### config.mk
export PLATFORM = sky130hd
export DESIGN_NAME = ec_core_p
export DESIGN_NICKNAME = d
export VERILOG_FILES = /design/src/rtl/ec_pkg.sv /design/src/rtl/ec_mem.sv /design/src/rtl/ec_core_p.sv
export SDC_FILE = /design/constraint.sdc
export NUM_CORES = 2
export LEC_CHECK = 0
export BUFFER_PORTS_ARGS = -buffer_cell sky130_fd_sc_hd__buf_2
export CAP_MARGIN = 20
export CORE_AREA = 2 2 624 626
export CTS_CLUSTER_DIAMETER = 40
export DETAILED_ROUTE_END_ITERATION = 8
export DIE_AREA = 0 0 626 628
export SLEW_MARGIN = 20
export SYNTH_ARGS = -nofsm -noshare
export SYNTH_HDL_FRONTEND = slang
export SYNTH_HIERARCHICAL = 1
export SYNTH_SLANG_ARGS = --single-unit
### constraint.sdc
create_clock -name Clk -period 40.4 [get_ports Clk]
set_clock_uncertainty 0.1 [all_clocks]
set_input_delay 4.04 -clock Clk [delete_from_list [all_inputs] [get_ports Clk]]
set_output_delay 4.04 -clock Clk [all_outputs]
set_load 0.01 [all_outputs]
### src/rtl/ec_pkg.sv
// ec_pkg: opcode and FSM state encodings plus the accumulator ALU shared by the ec_core_p core.
package ec_pkg;
    localparam int ALU_W = 64;

    typedef enum logic [3:0] {
        OP_LOAD, OP_STORE, OP_ADD, OP_SUB, OP_IN, OP_JZ, OP_JPOS, OP_HALT,
        OP_AND, OP_OR, OP_XOR, OP_JMP, OP_OUT, OP_INC, OP_DEC, OP_SHR
    } opcode_e;

    typedef enum logic [2:0] {S_HALT, S_FETCH, S_EXEC, S_WAIT_IN, S_WAIT_OUT} state_e;

    // A arrives sign-extended and M zero-extended to ALU_W; the caller truncates the result.
    function automatic logic [ALU_W-1:0] exec_alu(input opcode_e op, input logic [ALU_W-1:0] a,
                                                   input logic [ALU_W-1:0] m);
        case (op)
            OP_LOAD: return m;
            OP_ADD:  return a + m;
            OP_SUB:  return a - m;
            OP_AND:  return a & m;
            OP_OR:   return a | m;
            OP_XOR:  return a ^ m;
            OP_INC:  return a + ALU_W'(1);
            OP_DEC:  return a - ALU_W'(1);
            OP_SHR:  return {a[ALU_W-1], a[ALU_W-1:1]};
            default: return a;
        endcase
    endfunction
endpackage

### src/rtl/ec_mem.sv
// ec_mem: unified program/data memory, asynchronous read and one synchronous write port.
module ec_mem #(
    parameter int DATA_W = 12,
    parameter int ADDR_W = 8
) (
    input  logic              clk,
    input  logic              i_we,
    input  logic [ADDR_W-1:0] i_waddr,
    input  logic [DATA_W-1:0] i_wdata,
    input  logic [ADDR_W-1:0] i_raddr,
    output logic [DATA_W-1:0] o_rdata
);
    logic [DATA_W-1:0] r_mem [2**ADDR_W];

    always_ff @(posedge clk) begin
        if (i_we) r_mem[i_waddr] <= i_wdata;
    end

    assign o_rdata = r_mem[i_raddr];
endmodule

### src/rtl/ec_core_p.sv
// ec_core_p: parametrised accumulator core with FSM, PC/IR/A, valid/ready I/O and a host load port.
module ec_core_p
    import ec_pkg::*;
#(
    parameter int DATA_W = 12,
    parameter int ADDR_W = 8
) (
    input  logic              Clk,
    input  logic              Reset,
    input  logic              start,
    input  logic              prog_we,
    input  logic [ADDR_W-1:0] prog_addr,
    input  logic [DATA_W-1:0] prog_wdata,
    input  logic              in_valid,
    input  logic [DATA_W-1:0] in_data,
    output logic              in_ready,
    output logic              out_valid,
    output logic [DATA_W-1:0] out_data,
    input  logic              out_ready,
    output logic              Halt,
    output logic [DATA_W-1:0] Data_output
);
    state_e              r_state, w_next;
    logic [ADDR_W-1:0]   r_pc;
    logic [ADDR_W+3:0]   r_ir;
    logic [DATA_W-1:0]   r_a, r_out_data, w_rdata, w_wdata, w_alu;
    logic [ADDR_W-1:0]   w_addr, w_waddr, w_raddr;
    opcode_e             w_op;
    logic                w_we, w_take;

    assign w_op   = opcode_e'(r_ir[ADDR_W+3:ADDR_W]);
    assign w_addr = r_ir[ADDR_W-1:0];

    // The host owns the write port only while halted; STORE only during EXEC.
    assign w_we    = (r_state == S_HALT && prog_we) || (r_state == S_EXEC && w_op == OP_STORE);
    assign w_waddr = r_state == S_HALT ? prog_addr : w_addr;
    assign w_wdata = r_state == S_HALT ? prog_wdata : r_a;
    assign w_raddr = r_state == S_FETCH ? r_pc : w_addr;

    ec_mem #(.DATA_W(DATA_W), .ADDR_W(ADDR_W)) u_mem (
        .clk     (Clk),
        .i_we    (w_we),
        .i_waddr (w_waddr),
        .i_wdata (w_wdata),
        .i_raddr (w_raddr),
        .o_rdata (w_rdata)
    );

    assign w_alu  = DATA_W'(exec_alu(w_op, {{(ALU_W-DATA_W){r_a[DATA_W-1]}}, r_a}, ALU_W'(w_rdata)));
    assign w_take = w_op == OP_JMP || (w_op == OP_JZ && r_a == '0) ||
                    (w_op == OP_JPOS && !r_a[DATA_W-1] && r_a != '0);

    always_comb begin
        w_next    = r_state;
        Halt      = r_state == S_HALT;
        in_ready  = r_state == S_WAIT_IN;
        out_valid = r_state == S_WAIT_OUT;
        case (r_state)
            S_HALT:     w_next = start ? S_FETCH : S_HALT;
            S_FETCH:    w_next = S_EXEC;
            S_EXEC:     w_next = w_op == OP_IN   ? S_WAIT_IN  :
                                 w_op == OP_OUT  ? S_WAIT_OUT :
                                 w_op == OP_HALT ? S_HALT     : S_FETCH;
            S_WAIT_IN:  w_next = in_valid  ? S_FETCH : S_WAIT_IN;
            S_WAIT_OUT: w_next = out_ready ? S_FETCH : S_WAIT_OUT;
            default:    w_next = S_HALT;
        endcase
    end

    always_ff @(posedge Clk or negedge Reset) begin
        if (!Reset) begin
            r_state    <= S_HALT;
            r_pc       <= '0;
            r_ir       <= '0;
            r_a        <= '0;
            r_out_data <= '0;
        end else begin
            r_state <= w_next;
            case (r_state)
                S_HALT: begin
                    if (start) begin
                        r_pc <= '0;
                        r_a  <= '0;
                    end
                end
                S_FETCH: begin
                    r_ir <= w_rdata[ADDR_W+3:0];
                    r_pc <= r_pc + ADDR_W'(1);
                end
                S_EXEC: begin
                    r_a <= w_alu;
                    if (w_take) r_pc <= w_addr;
                    if (w_op == OP_OUT) r_out_data <= r_a;
                end
                S_WAIT_IN: begin
                    if (in_valid) r_a <= in_data;
                end
                default: ;
            endcase
        end
    end

    assign out_data    = r_out_data;
    assign Data_output = r_a;
endmodule

==> summary.txt <==
Outcome
  – Status: complete, no violations

Placed design
  – DP HPWL: 198 mm
  – I/O Buffers: 64
  – Routability cong.: 0.858
  – Post-placement cell count: 11,300

Setup path
  – WP depth: 28
  – RR Endpoint: Data_output[9]
  – Critical path type: reg2reg
  – Crit path max-delay cell type: nor3b_1
  – Startpoint types: flip-flop
  – CP max FO: 37
  – Setup crit end: Data_output[9]
  – Required time of the critical path: between 40 and 50 ns
  – CP dominant cell by count: buf_4
  – R2R Setup Slk: 29.57 ns
  – CP bufs+invs: 4
  – CP top delay family: simple AND/OR/NAND/NOR gates
  – CP startpoint: r_state[0]
  – R2R depth: 28
  – R2r startpoint: r_state[0]
  – Crit path largest cell delay: 0.93 ns
  – Crit path DAT: roughly 11 ns
  – CP endpoint kind: flip-flop

Logic synthesis
  – Top-area cell type share of the netlist area: 74.8%
  – Yosys warns: 6
  – Synth top area cells: edfxtp_1 75%, mux4_2 12%, mux2i_1 1.9%
  – EDFF count, synth: 3,072
  – Synthesized flop and latch total: 3,119
  – Post-Syn Area per Cell: 20.1 um^2
  – Synth unique cells: 90
  – FFs w/ async S/R, synth: under 10%
  – Mapped Nets: 6,217
  – Netlist Area Pre-Place: between 0.1 and 0.15 mm^2
  – Seq/Total Area, Yosys: 75.8%
  – Mapped Cells: just over 6,000
  – Synth area leader: edfxtp_1
  – Post-synth top flop: edfxtp_1
  – Post-synth top cells: 3,072 x edfxtp_1, 636 x mux4_2, 343 x nor2_1
  – Count leader, synth: edfxtp_1

Route
  – DR WL met2: 158 mm
  – M1 WL: 135 mm
  – DR iter-0 viols: between 8,000 and 9,000
  – Drt drc: 0
  – DRT antenna net count: 0
  – Top sig layer: met5
  – Met3 wire len: 29.7 mm
  – Vias: 64,800
  – Vias per inst: about 5.4
  – DRT Pass-1 Iters: 8
  – DRT Wirelength: 332 mm
  – Drt wl/cell: 27.6 um

STA
  – Slew @ Worst Pin: 1.20 ns
  – Final TNS setup: 0 ns
  – Post-route minimum period: 10.83 ns
  – Final setup viols: 0
  – Relative slew slack: 19.5%
  – RSZ-0062 raised after global routing: no
  – Max Clk Rate: 92.3 MHz
  – Hold Vio Cnt, Final: 0
  – Final worst path period share: a little over a quarter
  – Slew Limit Fails: 0

Clock network
  – Clock tree root driver cell: clkbuf_16
  – CTS clk-pin slew, worst paths: 0.06 ns
  – H-Tree Depth: 5
  – Worst skew pair latency: a little over 0.9 ns
  – CTS resizes: 0
  – Post-CTS Setup Bufs: 0
  – Sink Count: 3,119
  – Total CTS buffers: 382
  – Deepest clock path buffer count: 4
  – Cts hold-fix bufs: 0
  – TritonCTS clock tree: yes

Floorplanning
  – Die ar.: 0.393 mm^2
  – I/O pin count: 65
  – FP Rows: 229
  – Initial core utilization: 31.9%
  – Die width: around 630 um
  – Die Span Y: around 630 um
  – Core area: 0.387 mm^2

GRT
  – Antenna violations before repair: 11
  – Largest net degree at the start of global routing: 183
  – GRT Residual Overflow: 0
  – Global-route wire length before repair: 471 mm
  – GRT Total Usage: 16.4%
  – Vias in the first global route: 63,600

Layout
  – Share of layout cells above drive strength 1: 27.2%
  – Post-layout nets: approximately 6,600
  – Final Non-Filler Cells: 12,000
  – Fin util: about 37%
  – Synth-to-layout area growth: 16.8%

Flow run
  – Max-Cap Viols: 0

Hold path
  – Hold Crit Class: reg2reg
  – Worst hold path depth: 2

Power
  – Pwr per Cell Area: around 48 mW/mm^2
  – VDD IR max: 0.0371 mV
  – P_leak: 44.7 nW
[through the flow]
stage                     worst slack, ns  hold WS (ns)  power (mW)  area [um^2]
after floorplan                     27.15         0.383        3.57       123000
after global placement              29.63         0.357        3.57       131000
after detailed placement            29.67         0.370        3.57       131000
after CTS                           29.68         0.381        7.00       144000
after global routing                29.01         0.405        7.13       144000
final                               29.57         0.375        6.95       144000
[registers in the layout (all words and copies together), names as in the netlist]
register,count
out_data,12
u_mem/r_mem,3072
Data_output,12
r_ir,12
r_pc,8
r_state,3
[worst reg2reg max path: cells and delay by family, from the launching register on]
kind	cells	cell delay [ns]
simple gates	10	4.08
buf+inv	4	2.29
compound gates	10	2.23
fa+ha+maj	2	0.70
mux	1	0.59
flops	1	0.56
xor+xnor	1	0.19
[cell usage in the layout (no fill, tap or decap), types with 28 or more instances in the layout]
cell / count
inv_6: 37
nor4_1: 28
dfrtp_1: 47
clkbuf_16: 386
a22oi_1: 225
buf_2: 63
ha_1: 37
clkinv_4: 28
nand3_1: 43
mux2i_1: 235
nand2_1: 124
bufinv_16: 47
clkinv_1: 46
clkinv_2: 51
o22ai_1: 96
nor2_1: 248
buf_4: 311
mux2_2: 37
nor2_2: 89
a221oi_1: 29
o221ai_1: 58
inv_1: 33
clkbuf_1: 42
clkinvlp_4: 44
mux4_2: 636
nor3_1: 43
a21oi_1: 170
edfxtp_1: 3072
nor2b_1: 44
o21ai_0: 113
[layer usage]
metal  track usage, %  vias up
met2             26.2     3316
met5                0        -
met3             2.82      520
met1             22.8    34500
li1                 -    26500
met4             5.00        2
[report_power, final]
group / internal, mW / switching, mW
sequential: 3.50 / 0
clock: 2.08 / 1.37
combinational: 0.00133 / 0.00213
[kinds of logic (layout without fill, tap and decap cells)]
group           count (synthesis)  in the layout  synth area share (%)
flops                        3119           3119                  75.8
mux                           915            915                  13.9
compound gates                871            871                  4.78
simple gates                  768            768                  3.00
buf+inv                       419           1127                  2.05
fa+ha+maj                      38             38                 0.392
xor+xnor                       11             11                0.0893
other cells                     0              2                     0
[how the worst min path moves through the flow]
stage / from / endpoint / slack, ns
final: out_data[1] / out_data[1] / 0.38
after CTS: out_data[9] / out_data[9] / 0.38
after floorplan: r_ir[3] / r_ir[3] / 0.38
after detailed placement: out_data[9] / out_data[9] / 0.37
after global placement: out_data[1] / out_data[1] / 0.36
after global routing: out_data[4] / out_data[4] / 0.41
[cell type report]
class | instances | area, um^2
diodes | 2 | 5.00
multi-input cells | 2603 | 28000
inverters | 35 | 131
flip-flops and latches | 3119 | 93400
well taps | 5197 | 6500
clock buffers | 428 | 9830
clock inverters | 271 | 3080
repair buffers | 393 | 2990
fillers | 34800 | 243000
(Power assumes the default switching activity.)
